**src/rtl/inst_fetch_queue.sv**
```systemverilog
// Instruction fetch queue: issues icache requests, buffers responses in a circular
// FIFO for the decoder, and handles ROB flush redirects, including stale responses.
module inst_fetch_queue #(
  parameter int                DEPTH_LOG2 = 2,
  parameter int                ADDR_W     = 32,
  parameter logic [ADDR_W-1:0] RESET_PC   = '0
) (
  input  logic                  clk_in,
  input  logic                  rst_in,
  input  logic                  rdy_in,
  input  logic                  rob_clear_up,
  input  logic [ADDR_W-1:0]     rob_next_pc,
  output logic [ADDR_W-1:0]     pc,
  output logic                  start_fetch,
  input  logic                  fetch_ready,
  input  logic [31:0]           inst,
  input  logic [ADDR_W-1:0]     inst_addr,
  output logic [ADDR_W-1:0]     pred_pc,
  output logic [31:0]           pred_inst,
  input  logic [ADDR_W-1:0]     pred_next_pc,
  output logic                  out_valid,
  output logic [31:0]           out_inst,
  output logic [ADDR_W-1:0]     out_addr,
  output logic                  out_is_i,
  input  logic                  issue_signal,
  output logic [DEPTH_LOG2:0]   count
);

  localparam int                DEPTH    = 1 << DEPTH_LOG2;
  localparam logic [DEPTH_LOG2:0] FULL_CNT = (DEPTH_LOG2 + 1)'(DEPTH);

  typedef enum logic [1:0] {S_FETCH, S_WAIT, S_DROP} state_e;

  state_e                  state_q, state_d;
  logic [ADDR_W-1:0]       pc_q, pc_d;
  logic                    start_fetch_q, start_fetch_d;
  logic [DEPTH_LOG2-1:0]   head_q, head_d, tail_q, tail_d;
  logic [DEPTH_LOG2:0]     count_q, count_d;
  logic                    push, pop;

  logic [31:0]             inst_mem [DEPTH];
  logic [ADDR_W-1:0]       addr_mem [DEPTH];

  // NOTE: every always_comb output gets a default first, so no path can infer a latch.
  always_comb begin
    state_d = state_q;
    pc_d    = pc_q;
    head_d  = head_q;
    tail_d  = tail_q;
    count_d = count_q;
    push    = 1'b0;
    pop     = issue_signal && (count_q != '0);

    if (rob_clear_up) begin
      // Flush: the pending request is stale unless it is being answered right now.
      pop     = 1'b0;
      head_d  = '0;
      tail_d  = '0;
      count_d = '0;
      pc_d    = rob_next_pc;
      state_d = (fetch_ready || state_q == S_WAIT) ? S_FETCH : S_DROP;
    end else begin
      unique case (state_q)
        S_FETCH: if (fetch_ready) begin
          push = 1'b1;
          pc_d = pred_next_pc;
        end
        S_WAIT:  if (pop)         state_d = S_FETCH;
        S_DROP:  if (fetch_ready) state_d = S_FETCH;
        default:                  state_d = S_FETCH;
      endcase

      if (pop)  head_d = head_q + DEPTH_LOG2'(1);
      if (push) tail_d = tail_q + DEPTH_LOG2'(1);
      count_d = count_q + (DEPTH_LOG2 + 1)'(push) - (DEPTH_LOG2 + 1)'(pop);
      if (push) state_d = (count_d < FULL_CNT) ? S_FETCH : S_WAIT;
    end

    start_fetch_d = (state_d == S_FETCH);
  end

  // NOTE: sequential state uses non-blocking assignments only.
  always_ff @(posedge clk_in) begin
    if (rst_in) begin
      state_q       <= S_FETCH;
      pc_q          <= RESET_PC;
      start_fetch_q <= 1'b1;
      head_q        <= '0;
      tail_q        <= '0;
      count_q       <= '0;
    end else if (rdy_in) begin
      state_q       <= state_d;
      pc_q          <= pc_d;
      start_fetch_q <= start_fetch_d;
      head_q        <= head_d;
      tail_q        <= tail_d;
      count_q       <= count_d;
    end
  end

  // NOTE: storage is not reset; count gates out_valid, so stale contents are never consumed.
  always_ff @(posedge clk_in) begin
    if (!rst_in && rdy_in && push) begin
      inst_mem[tail_q] <= inst;
      addr_mem[tail_q] <= inst_addr;
    end
  end

  assign pc          = pc_q;
  assign start_fetch = start_fetch_q;
  assign count       = count_q;
  assign pred_pc     = inst_addr;
  assign pred_inst   = inst;
  assign out_valid   = (count_q != '0);
  assign out_inst    = inst_mem[head_q];
  assign out_addr    = addr_mem[head_q];
  assign out_is_i    = out_valid && (out_inst[1:0] == 2'b11);

endmodule

```
**config.mk**
```make
export PLATFORM = sky130hd
export DESIGN_NAME = inst_fetch_queue
export DESIGN_NICKNAME = d
export VERILOG_FILES = /design/src/rtl/inst_fetch_queue.sv
export SDC_FILE = /design/constraint.sdc
export NUM_CORES = 1
export LEC_CHECK = 0
export ABC_AREA = 1
export BUFFER_PORTS_ARGS = -buffer_cell sky130_fd_sc_hd__buf_2
export CORE_ASPECT_RATIO = 0.7
export CORE_MARGIN = 2
export CORE_UTILIZATION = 45
export DETAILED_ROUTE_END_ITERATION = 16
export GPL_TIMING_DRIVEN = 0
export HOLD_SLACK_MARGIN = 0.08
export PLACE_DENSITY = 0.76
export SETUP_SLACK_MARGIN = 0.1
export SLEW_MARGIN = 20
export SYNTH_ARGS = -nofsm -noshare
export SYNTH_HDL_FRONTEND = slang
export SYNTH_SLANG_ARGS = --single-unit
export TNS_END_PERCENT = 1
```
**constraint.sdc**
```tcl
create_clock -name clk_in -period 5.2 [get_ports clk_in]
set_input_delay 0.52 -clock clk_in [delete_from_list [all_inputs] [get_ports clk_in]]
set_output_delay 0.52 -clock clk_in [all_outputs]
set_load 0.1 [all_outputs]
```
## Yosys cells after proc, flatten, opt, wreduce, memory -nomap -nowiden

Memories as Yosys holds them, arrays and structs flattened. A register that Yosys moved wholly into a read port is not among the register bits.
Cells that the tools add are included.

- Bits in registers: 42
- RAM bits: 256
- Input port bits: 134
- Output and inout bits: 166
- Logic and storage cells: 57
- Memories: 2

Memory list:

| memory | words | width | read ports | clocked after memory_dff | wr ports | RTL line | RTL |
|---|---|---|---|---|---|---|---|
| addr_mem | 4 | 32 | 1 | 1 | 1 | 42 | `logic [ADDR_W-1:0] addr_mem [DEPTH];` |
| inst_mem | 4 | 32 | 1 | 1 | 1 | 41 | `logic [31:0] inst_mem [DEPTH];` |

- Add/subtract/negate cells: 4
- $lt $le $gt $ge: 1
- Equality and inequality tests: 3
- Muxes and demuxes: 25
- Reductions and logical operators: 16

Operators by type and width:

| operator | number |
|---|---|
| $mux W32 | 3 |
| $mux W2 | 13 |
| $reduce_bool A2 Y1 | 4 |
| $mux W1 | 7 |
| $pmux W2 S3 | 1 |
| $add A2 B1 Y2 const B | 2 |
| $eq A2 B2 Y1 const B | 2 |
| $logic_and A1 B1 Y1 | 4 |
| $logic_not A2 Y1 | 2 |
| $reduce_and A2 Y1 | 2 |
| $add A3 B1 Y3 | 1 |
| $lt A3 B3 Y1 const B | 1 |
| $mux W3 | 1 |
| $reduce_and A3 Y1 | 1 |
| $reduce_bool A3 Y1 | 1 |
| $sub A3 B1 Y3 | 1 |
| $eq A2 B1 Y1 const B | 1 |
| $logic_not A1 Y1 | 1 |
| $logic_or A1 B1 Y1 | 1 |

## Depth between registers and ports, before layout

Gate-level depths: netlist of the first run.

- Word-level depth: 10
- Depth in mapped cells: 15
- Depth with buffers taken out: 15

## Worst setup path before layout of the first run

Ideal clock, no wire load.

- Kind: input to register
- Start point: in rob_clear_up
- End point: mem addr_mem[0][0], enable pin
- Setup time: 0.486 ns
- Arrival time: 3.818 ns
- Data required time: 4.714 ns
- Setup slack: 0.896 ns
- Stages on the path: 6
- Path buffers: 1
- Path through: buf_4 inv_2 nand2_1 nor2_1 nand2_1 nor2_1

- Cells in the longest elaborated chain, start to end: 4

RTL lines:

| what | RTL line | RTL |
|---|---|---|
| start: declaration | 11 | `input logic rob_clear_up,` |
| $mux W1 | 54 | `if (rob_clear_up) begin` |
| $logic_and A1 B1 Y1 | 103 | `if (!rst_in && rdy_in && push) begin` |
| $mux W1 | 103 |  |
| $mux W1 (implied by the code) | 105 | `addr_mem[tail_q] <= inst_addr;` |
| end: declaration | 42 |  |

No other way between the ends.

==> results of run 1 <==
==> final timing paths <==
path / startpoint / endpoint / slack (ns) / cells past startpoint
setup reg to reg: state_q[0]$_SDFFE_PP0P_ / addr_mem[3][26]$_DFFE_PP_ / 2.68 / 7
setup / recovery: flip-flop / out_inst[16] / 2.07 / 7
hold / removal: inst_addr[2] / addr_mem[2][2]$_DFFE_PP_ / 0.22 / 1
hold reg to reg: pc[1]$_SDFFE_PP0P_ / pc[1]$_SDFFE_PP0P_ / 0.48 / 2
==> layout make-up <==
class | count | area [um^2]
fillers | 2210 | 11300
clock buffers | 33 | 741
plain buffers | 122 | 768
flip-flops and latches | 300 | 8570
inverters | 24 | 90.1
well taps | 364 | 455
clock inverters | 18 | 166
multi-input cells | 582 | 2700
repair buffers | 308 | 1770
==> kinds of logic (layout without fill, tap and decap cells) <==
logic type,Yosys count,after routing,synth area share (%)
compound gates,234,234,10.4
fa+ha+maj,7,7,0.786
buf+inv,146,505,7.09
flops,300,300,70.8
simple gates,341,341,10.9
==> cells in the final DEF, fill, tap and decap left out, drive strengths merged, types with 3 or more instances in the layout <==
cell,netlist,layout
a21oi,7,7
buf,88,396
bufinv,0,3
clkbuf,34,67
clkinv,1,13
clkinvlp,0,3
dfxtp,44,44
edfxtp,256,256
ha,6,6
inv,23,23
nand2,124,124
nand3,12,12
nor2,203,203
o21ai,163,163
o22ai,63,63
==> layer usage <==
metal  vias up  wire (um)  track usage [%]
li1       4231          -                -
met1      4141      13500             30.2
met2       303      14100             34.0
met3        39       1900             2.99
met4         0        614             5.11
met5         -          0                0
==> stage by stage <==
stage | hold slack (ns) | instances | TNS, ns
3_5_place_dp | 0.465 | 1700 | 0
3_3_place_gp | 0.452 | 1689 | -339.12
5_1_grt | 0.191 | 1751 | 0
6_report | 0.218 | 1751 | 0
4_1_cts | 0.191 | 1751 | 0
2_1_floorplan | 0.457 | 1028 | 0
==> power by group through the flow <==
stage | Sequential [mW] | Combinational, mW | Clock (mW)
CTS | 2.66 | 1.12 | 2.05
floorplan | 2.88 | 0.709 | 0
detailed placement | 2.71 | 1.12 | 0
global route | 2.66 | 1.17 | 2.15
finish | 2.66 | 1.12 | 2.01
global placement | 2.71 | 1.10 | 0
==> critical path: stages (launching register included) <==
cell,delay (ns)
dfxtp_1,0.33
buf_4,0.19
inv_2,0.06
buf_4,0.19
clkbuf_1,0.42
o21ai_0,0.15
o22ai_1,0.24
buf_2,0.48
==> sequential cells by signal (all words and copies together) (netlist names), named ones only <==
| name | count |
|---|---|
| addr_mem | 128 |
| count | 3 |
| head_q | 2 |
| inst_mem | 128 |
| pc | 32 |
| start_fetch | 1 |
| state_q | 2 |
| tail_q | 2 |
==> metrics, run 1 <==
register share of total power 45.9%; post-CTS sizing 0; Die W 200 um; largest fanout on the critical path 10; area post-placement 14400 um^2; sequential fraction of the synthesis area 70.8%; global-route wire length before repair 45.6 mm; largest net degree at the start of global routing 25; status completed; share of cells above drive strength 1 32.2%; actual slew at the worst max-slew pin 0.687 ns; normalized max-slew margin 54.1%; Final WS setup 2.07 ns; critical path class flip-flop to primary output; Inserted Clock Buffers 28; Synth top cells by count edfxtp_1, nor2_1, o21ai_0; YS warnings 0; Async S/R FF share, synth 0%; cell at the root of the clock tree clkbuf_16; Final min period 3.13 ns; area leader, netlist edfxtp_1; Via Count 8714; synthesis-stage register bit count 300; Yosys cell types 24; most frequent cell after synthesis edfxtp_1; Routability Congestion 0.937; Clock Skew 0.0107 ns; Post-DP HPWL 21.1 mm; IO Port Bufs 297; Worst EP required 4.68 ns; GRT Resource Usage Total 21.0%; Core ar. 26600 um^2; Clk pin slew, worst setup/hold paths 0.07 ns; Final Util 57.4%; Syn Inst Count 1028; pre-CTS setup slack 2.27 ns; CTS tree yes; PD cells 379 nW/um^2; Max Slew Vio Count 0; CTS H-tree lvls 1; initial core utilization 45.5%; total power 5.79 mW; vias in the first global route 8218; RSZ-0062 raised after global routing no; Iter 0 DRT Violations 807; IO Count 300; Setup Buffers After CTS 0; switching pwr 1.78 mW; clock power share 34.8%; post-DR vias/cell 4.98; initial antenna violation count 0; EDFF count, synth 256; Sw Share 30.7%; # DRC 0; Avg Cell Area, Syn 11.8 um^2; Main synth FF type edfxtp_1; max_cap viols 0; Int Power 4.01 mW; # rows 50; area of the mapped netlist 12100 um^2; Clock Path Buffers 3; cell area after layout 15300 um^2; Die Span Y 141 um; Synth top area share 63.5%; CP Capture Type primary output; Gate power share 19.3%; Post-Synthesis Net Count 1169; Final setup viols 0; f_max 319 MHz; Worst Path Arrival 2.61 ns; period utilization 60.2%; Routed Antenna Nets 0; startpoint types flip-flop; leakage power 6.09 nW; clock tree sinks 300; drt pass-1 iters 5; diode count 0; die area 28200 um^2; clock latency at the later pin of the worst-skew pair 0.53 ns; Hold WC Path Type input port to flip-flop; Hold Vio Cnt, Final 0; synthesis-to-finish area growth 26.1%; VDD IR max 0.000382 V; hold buffer count at cts 0; ranking of synthesized cells by area edfxtp_1, dfxtp_1, o21ai_0; Wirelength per Cell 17.2 um; GR Overflow Total 0; WL final 30.1 mm; Final Net Count 1507
Power figures use the tool's default switching activity.
==> inputs of run 2 (changes only) <==
clock period = 2.9 ns   (was 5.2 ns; I/O delays follow)
==> metrics, run 2 (same netlist as run 1, synthesis figures left out) <==
Final Net Count 1584 (+5.1%); met1 usage in global routing 29.8% (-0.33 points); Sw Share 30.1% (-0.62 points); area post-placement 14400 um^2 (+0.24%); Layout Cells excl Fill 1829 (+4.5%); Routed Antenna Nets 0 (unchanged); actual slew at the worst max-slew pin 0.657 ns (-0.0297 ns); FF+latch area 8570 um^2 (about the same); RSZ-0062 raised after global routing yes; Hold WC Path Type input port to flip-flop; clock power share 36.4% (+1.6 points); CTS H-tree lvls 1 (unchanged); Core ar. 26600 um^2 (unchanged); layout filler cell count 2053 (-7.1%); Setup Buffers After CTS 0 (unchanged); PD cells 667 nW/um^2 (+76%); IO Port Bufs 297 (unchanged); Die Span Y 141 um (unchanged); period utilization 95.5%; initial core utilization 45.5% (unchanged); M2 GR Usage 37.6% (+3.6 points); status completed; leakage power 6.54 nW (+7.3%); grt peak-use layer met2; IO Count 300 (unchanged); largest net degree at the start of global routing 25 (unchanged); Via Count 9248 (+6.1%); global-route wire length before repair 48.3 mm (+5.8%); startpoint types flip-flop; diode count 0 (unchanged); Clk pin slew, worst setup/hold paths 0.06 ns (about the same); normalized max-slew margin 56.1% (+2.0 points); initial antenna violation count 0 (unchanged); GRT Resource Usage Total 22.1% (+1.1 points); clock tree sinks 300 (unchanged); WL final 31.8 mm (+5.7%); largest fanout on the critical path 10 (unchanged); Iter 0 DRT Violations 682 (-15%); CP Capture Type primary output; GR met3 Demand/Resource 3.18% (+0.19 points); Max Slew Vio Count 0 (unchanged); share of cells above drive strength 1 31.7% (-0.48 points); max_cap viols 0 (unchanged); die area 28200 um^2 (unchanged); Worst Path Arrival 2.48 ns (-0.13 ns); Die W 200 um (unchanged); f_max 361 MHz; post-DR vias/cell 5.06 (+1.6%); Worst EP required 2.61 ns (-2.07 ns); Int Power 7.59 mW (+89%); Clock Skew 0.0183 ns (+0.00755 ns); cell area after layout 16300 um^2 (+6.8%); Hold Vio Cnt, Final 0 (unchanged); most frequent cells in the layout buf_2, edfxtp_1, nor2_1; # rows 50 (unchanged); Final setup viols 0 (unchanged); critical path class flip-flop to primary output; Post-DP HPWL 20.2 mm (-4.2%); Final min period 2.77 ns; clock latency at the later pin of the worst-skew pair 0.54 ns (about the same); switching pwr 3.27 mW (+84%); CTS tree yes; area taken by multi-input logic gates 2710 um^2 (+0.42%); Inserted Clock Buffers 29 (+3.6%); Wirelength per Cell 17.4 um (+1.2%); GR Overflow Total 0 (unchanged); Clock Path Buffers 3 (unchanged); Gate power share 19.7% (+0.4 points); Setup TNS 0 ns (unchanged); most common cell after layout, fill and taps aside buf_2; cell at the root of the clock tree clkbuf_16; drt pass-1 iters 6 (+1); VDD IR max 0.000484 V (+27%); # DRC 0 (unchanged); synthesis-to-finish area growth 34.6%; vias in the first global route 9166 (+12%); cell count after placement 1701 (+0.059%); Routability Congestion 0.893 (-4.7%); register share of total power 43.9% (-2.0 points)
-- run 2: changes by cell type in the layout (fill, tap and decap cells not counted), moves of 2 or more --
cell | previous run | this run
dlygate4sd3_1 | 0 | 75
buf_2 | 311 | 257
buf_4 | 70 | 124
clkbuf_1 | 38 | 32
clkbuf_2 | 0 | 5
clkbuf_8 | 0 | 4
clkinv_1 | 9 | 6
dfxtp_1 | 44 | 41
dfxtp_2 | 0 | 3
bufinv_16 | 3 | 5
-- run 2: what timing repair did --
item / 4_1_cts / 5_1_grt
setup endpoints to repair: 54 / 46
endpoints found under the hold margin: 268 / 0
hold buffers: 75 / 0
cloned: 0 / 0
gates resized for setup: 56 / 6
-- run 2: worst max-delay path, cell delays in order (launching register included) --
cell and delay [ns]:
dfxtp_1 0.34, buf_4 0.20, inv_2 0.06, buf_2 0.29, buf_2 0.32, nor2_1 0.07, o22ai_1 0.29, buf_4 0.35
-- run 2: path summary, 6_finish.rpt --
kind,to,slack (ns),depth (start not counted),start
max,out_inst[29],0.13,7,flip-flop
min,pc[4]$_SDFFE_PP0P_,0.11,5,pred_next_pc[4]
max reg2reg,inst_mem[0][11]$_DFFE_PP_,0.38,7,state_q[0]$_SDFFE_PP0P_
min reg2reg,pc[30]$_SDFFE_PP0P_,0.48,2,pc[30]$_SDFFE_PP0P_
-- run 2: power groups by stage --
stage               Combinational, mW  Clock [mW]  Sequential (mW)
detailed placement               2.00           0             4.86
global route                     2.23        4.19             4.77
finish                           2.14        3.95             4.77
global placement                 1.98           0             4.86
floorplan                        1.27           0             5.15
CTS                              2.13        4.01             4.77
-- run 2: per-layer routing --
metal | part of all wire [%] | vias up
li1 | - | 4391
met1 | 42 | 4428
met2 | 49 | 374
met3 | 6.7 | 55
met4 | 2.1 | 0
met5 | 0 | -
-- run 2: area by class of cell --
cell class,instances,share of cell area [%]
sequential,300,52.6
multi-input combinational,582,16.7
timing repair buffer,384,16.4
clock buffer,36,4.86
buffer,122,4.75
tap,364,2.80
clock inverter,17,1.34
inverter,24,0.553
-- run 2: per-stage QoR --
stage               utilization (%)  setup slack, ns  power [mW]  hold slack (ns)
CTS                            61.2           0.0584        10.9           0.0817
global route                   61.3           0.0120        11.2           0.0999
detailed placement             54.1            0.190        6.86            0.467
global placement               52.9            -1.77        6.84            0.450
floorplan                         -           -0.148        6.43            0.389
finish                         61.3            0.130        10.9            0.110
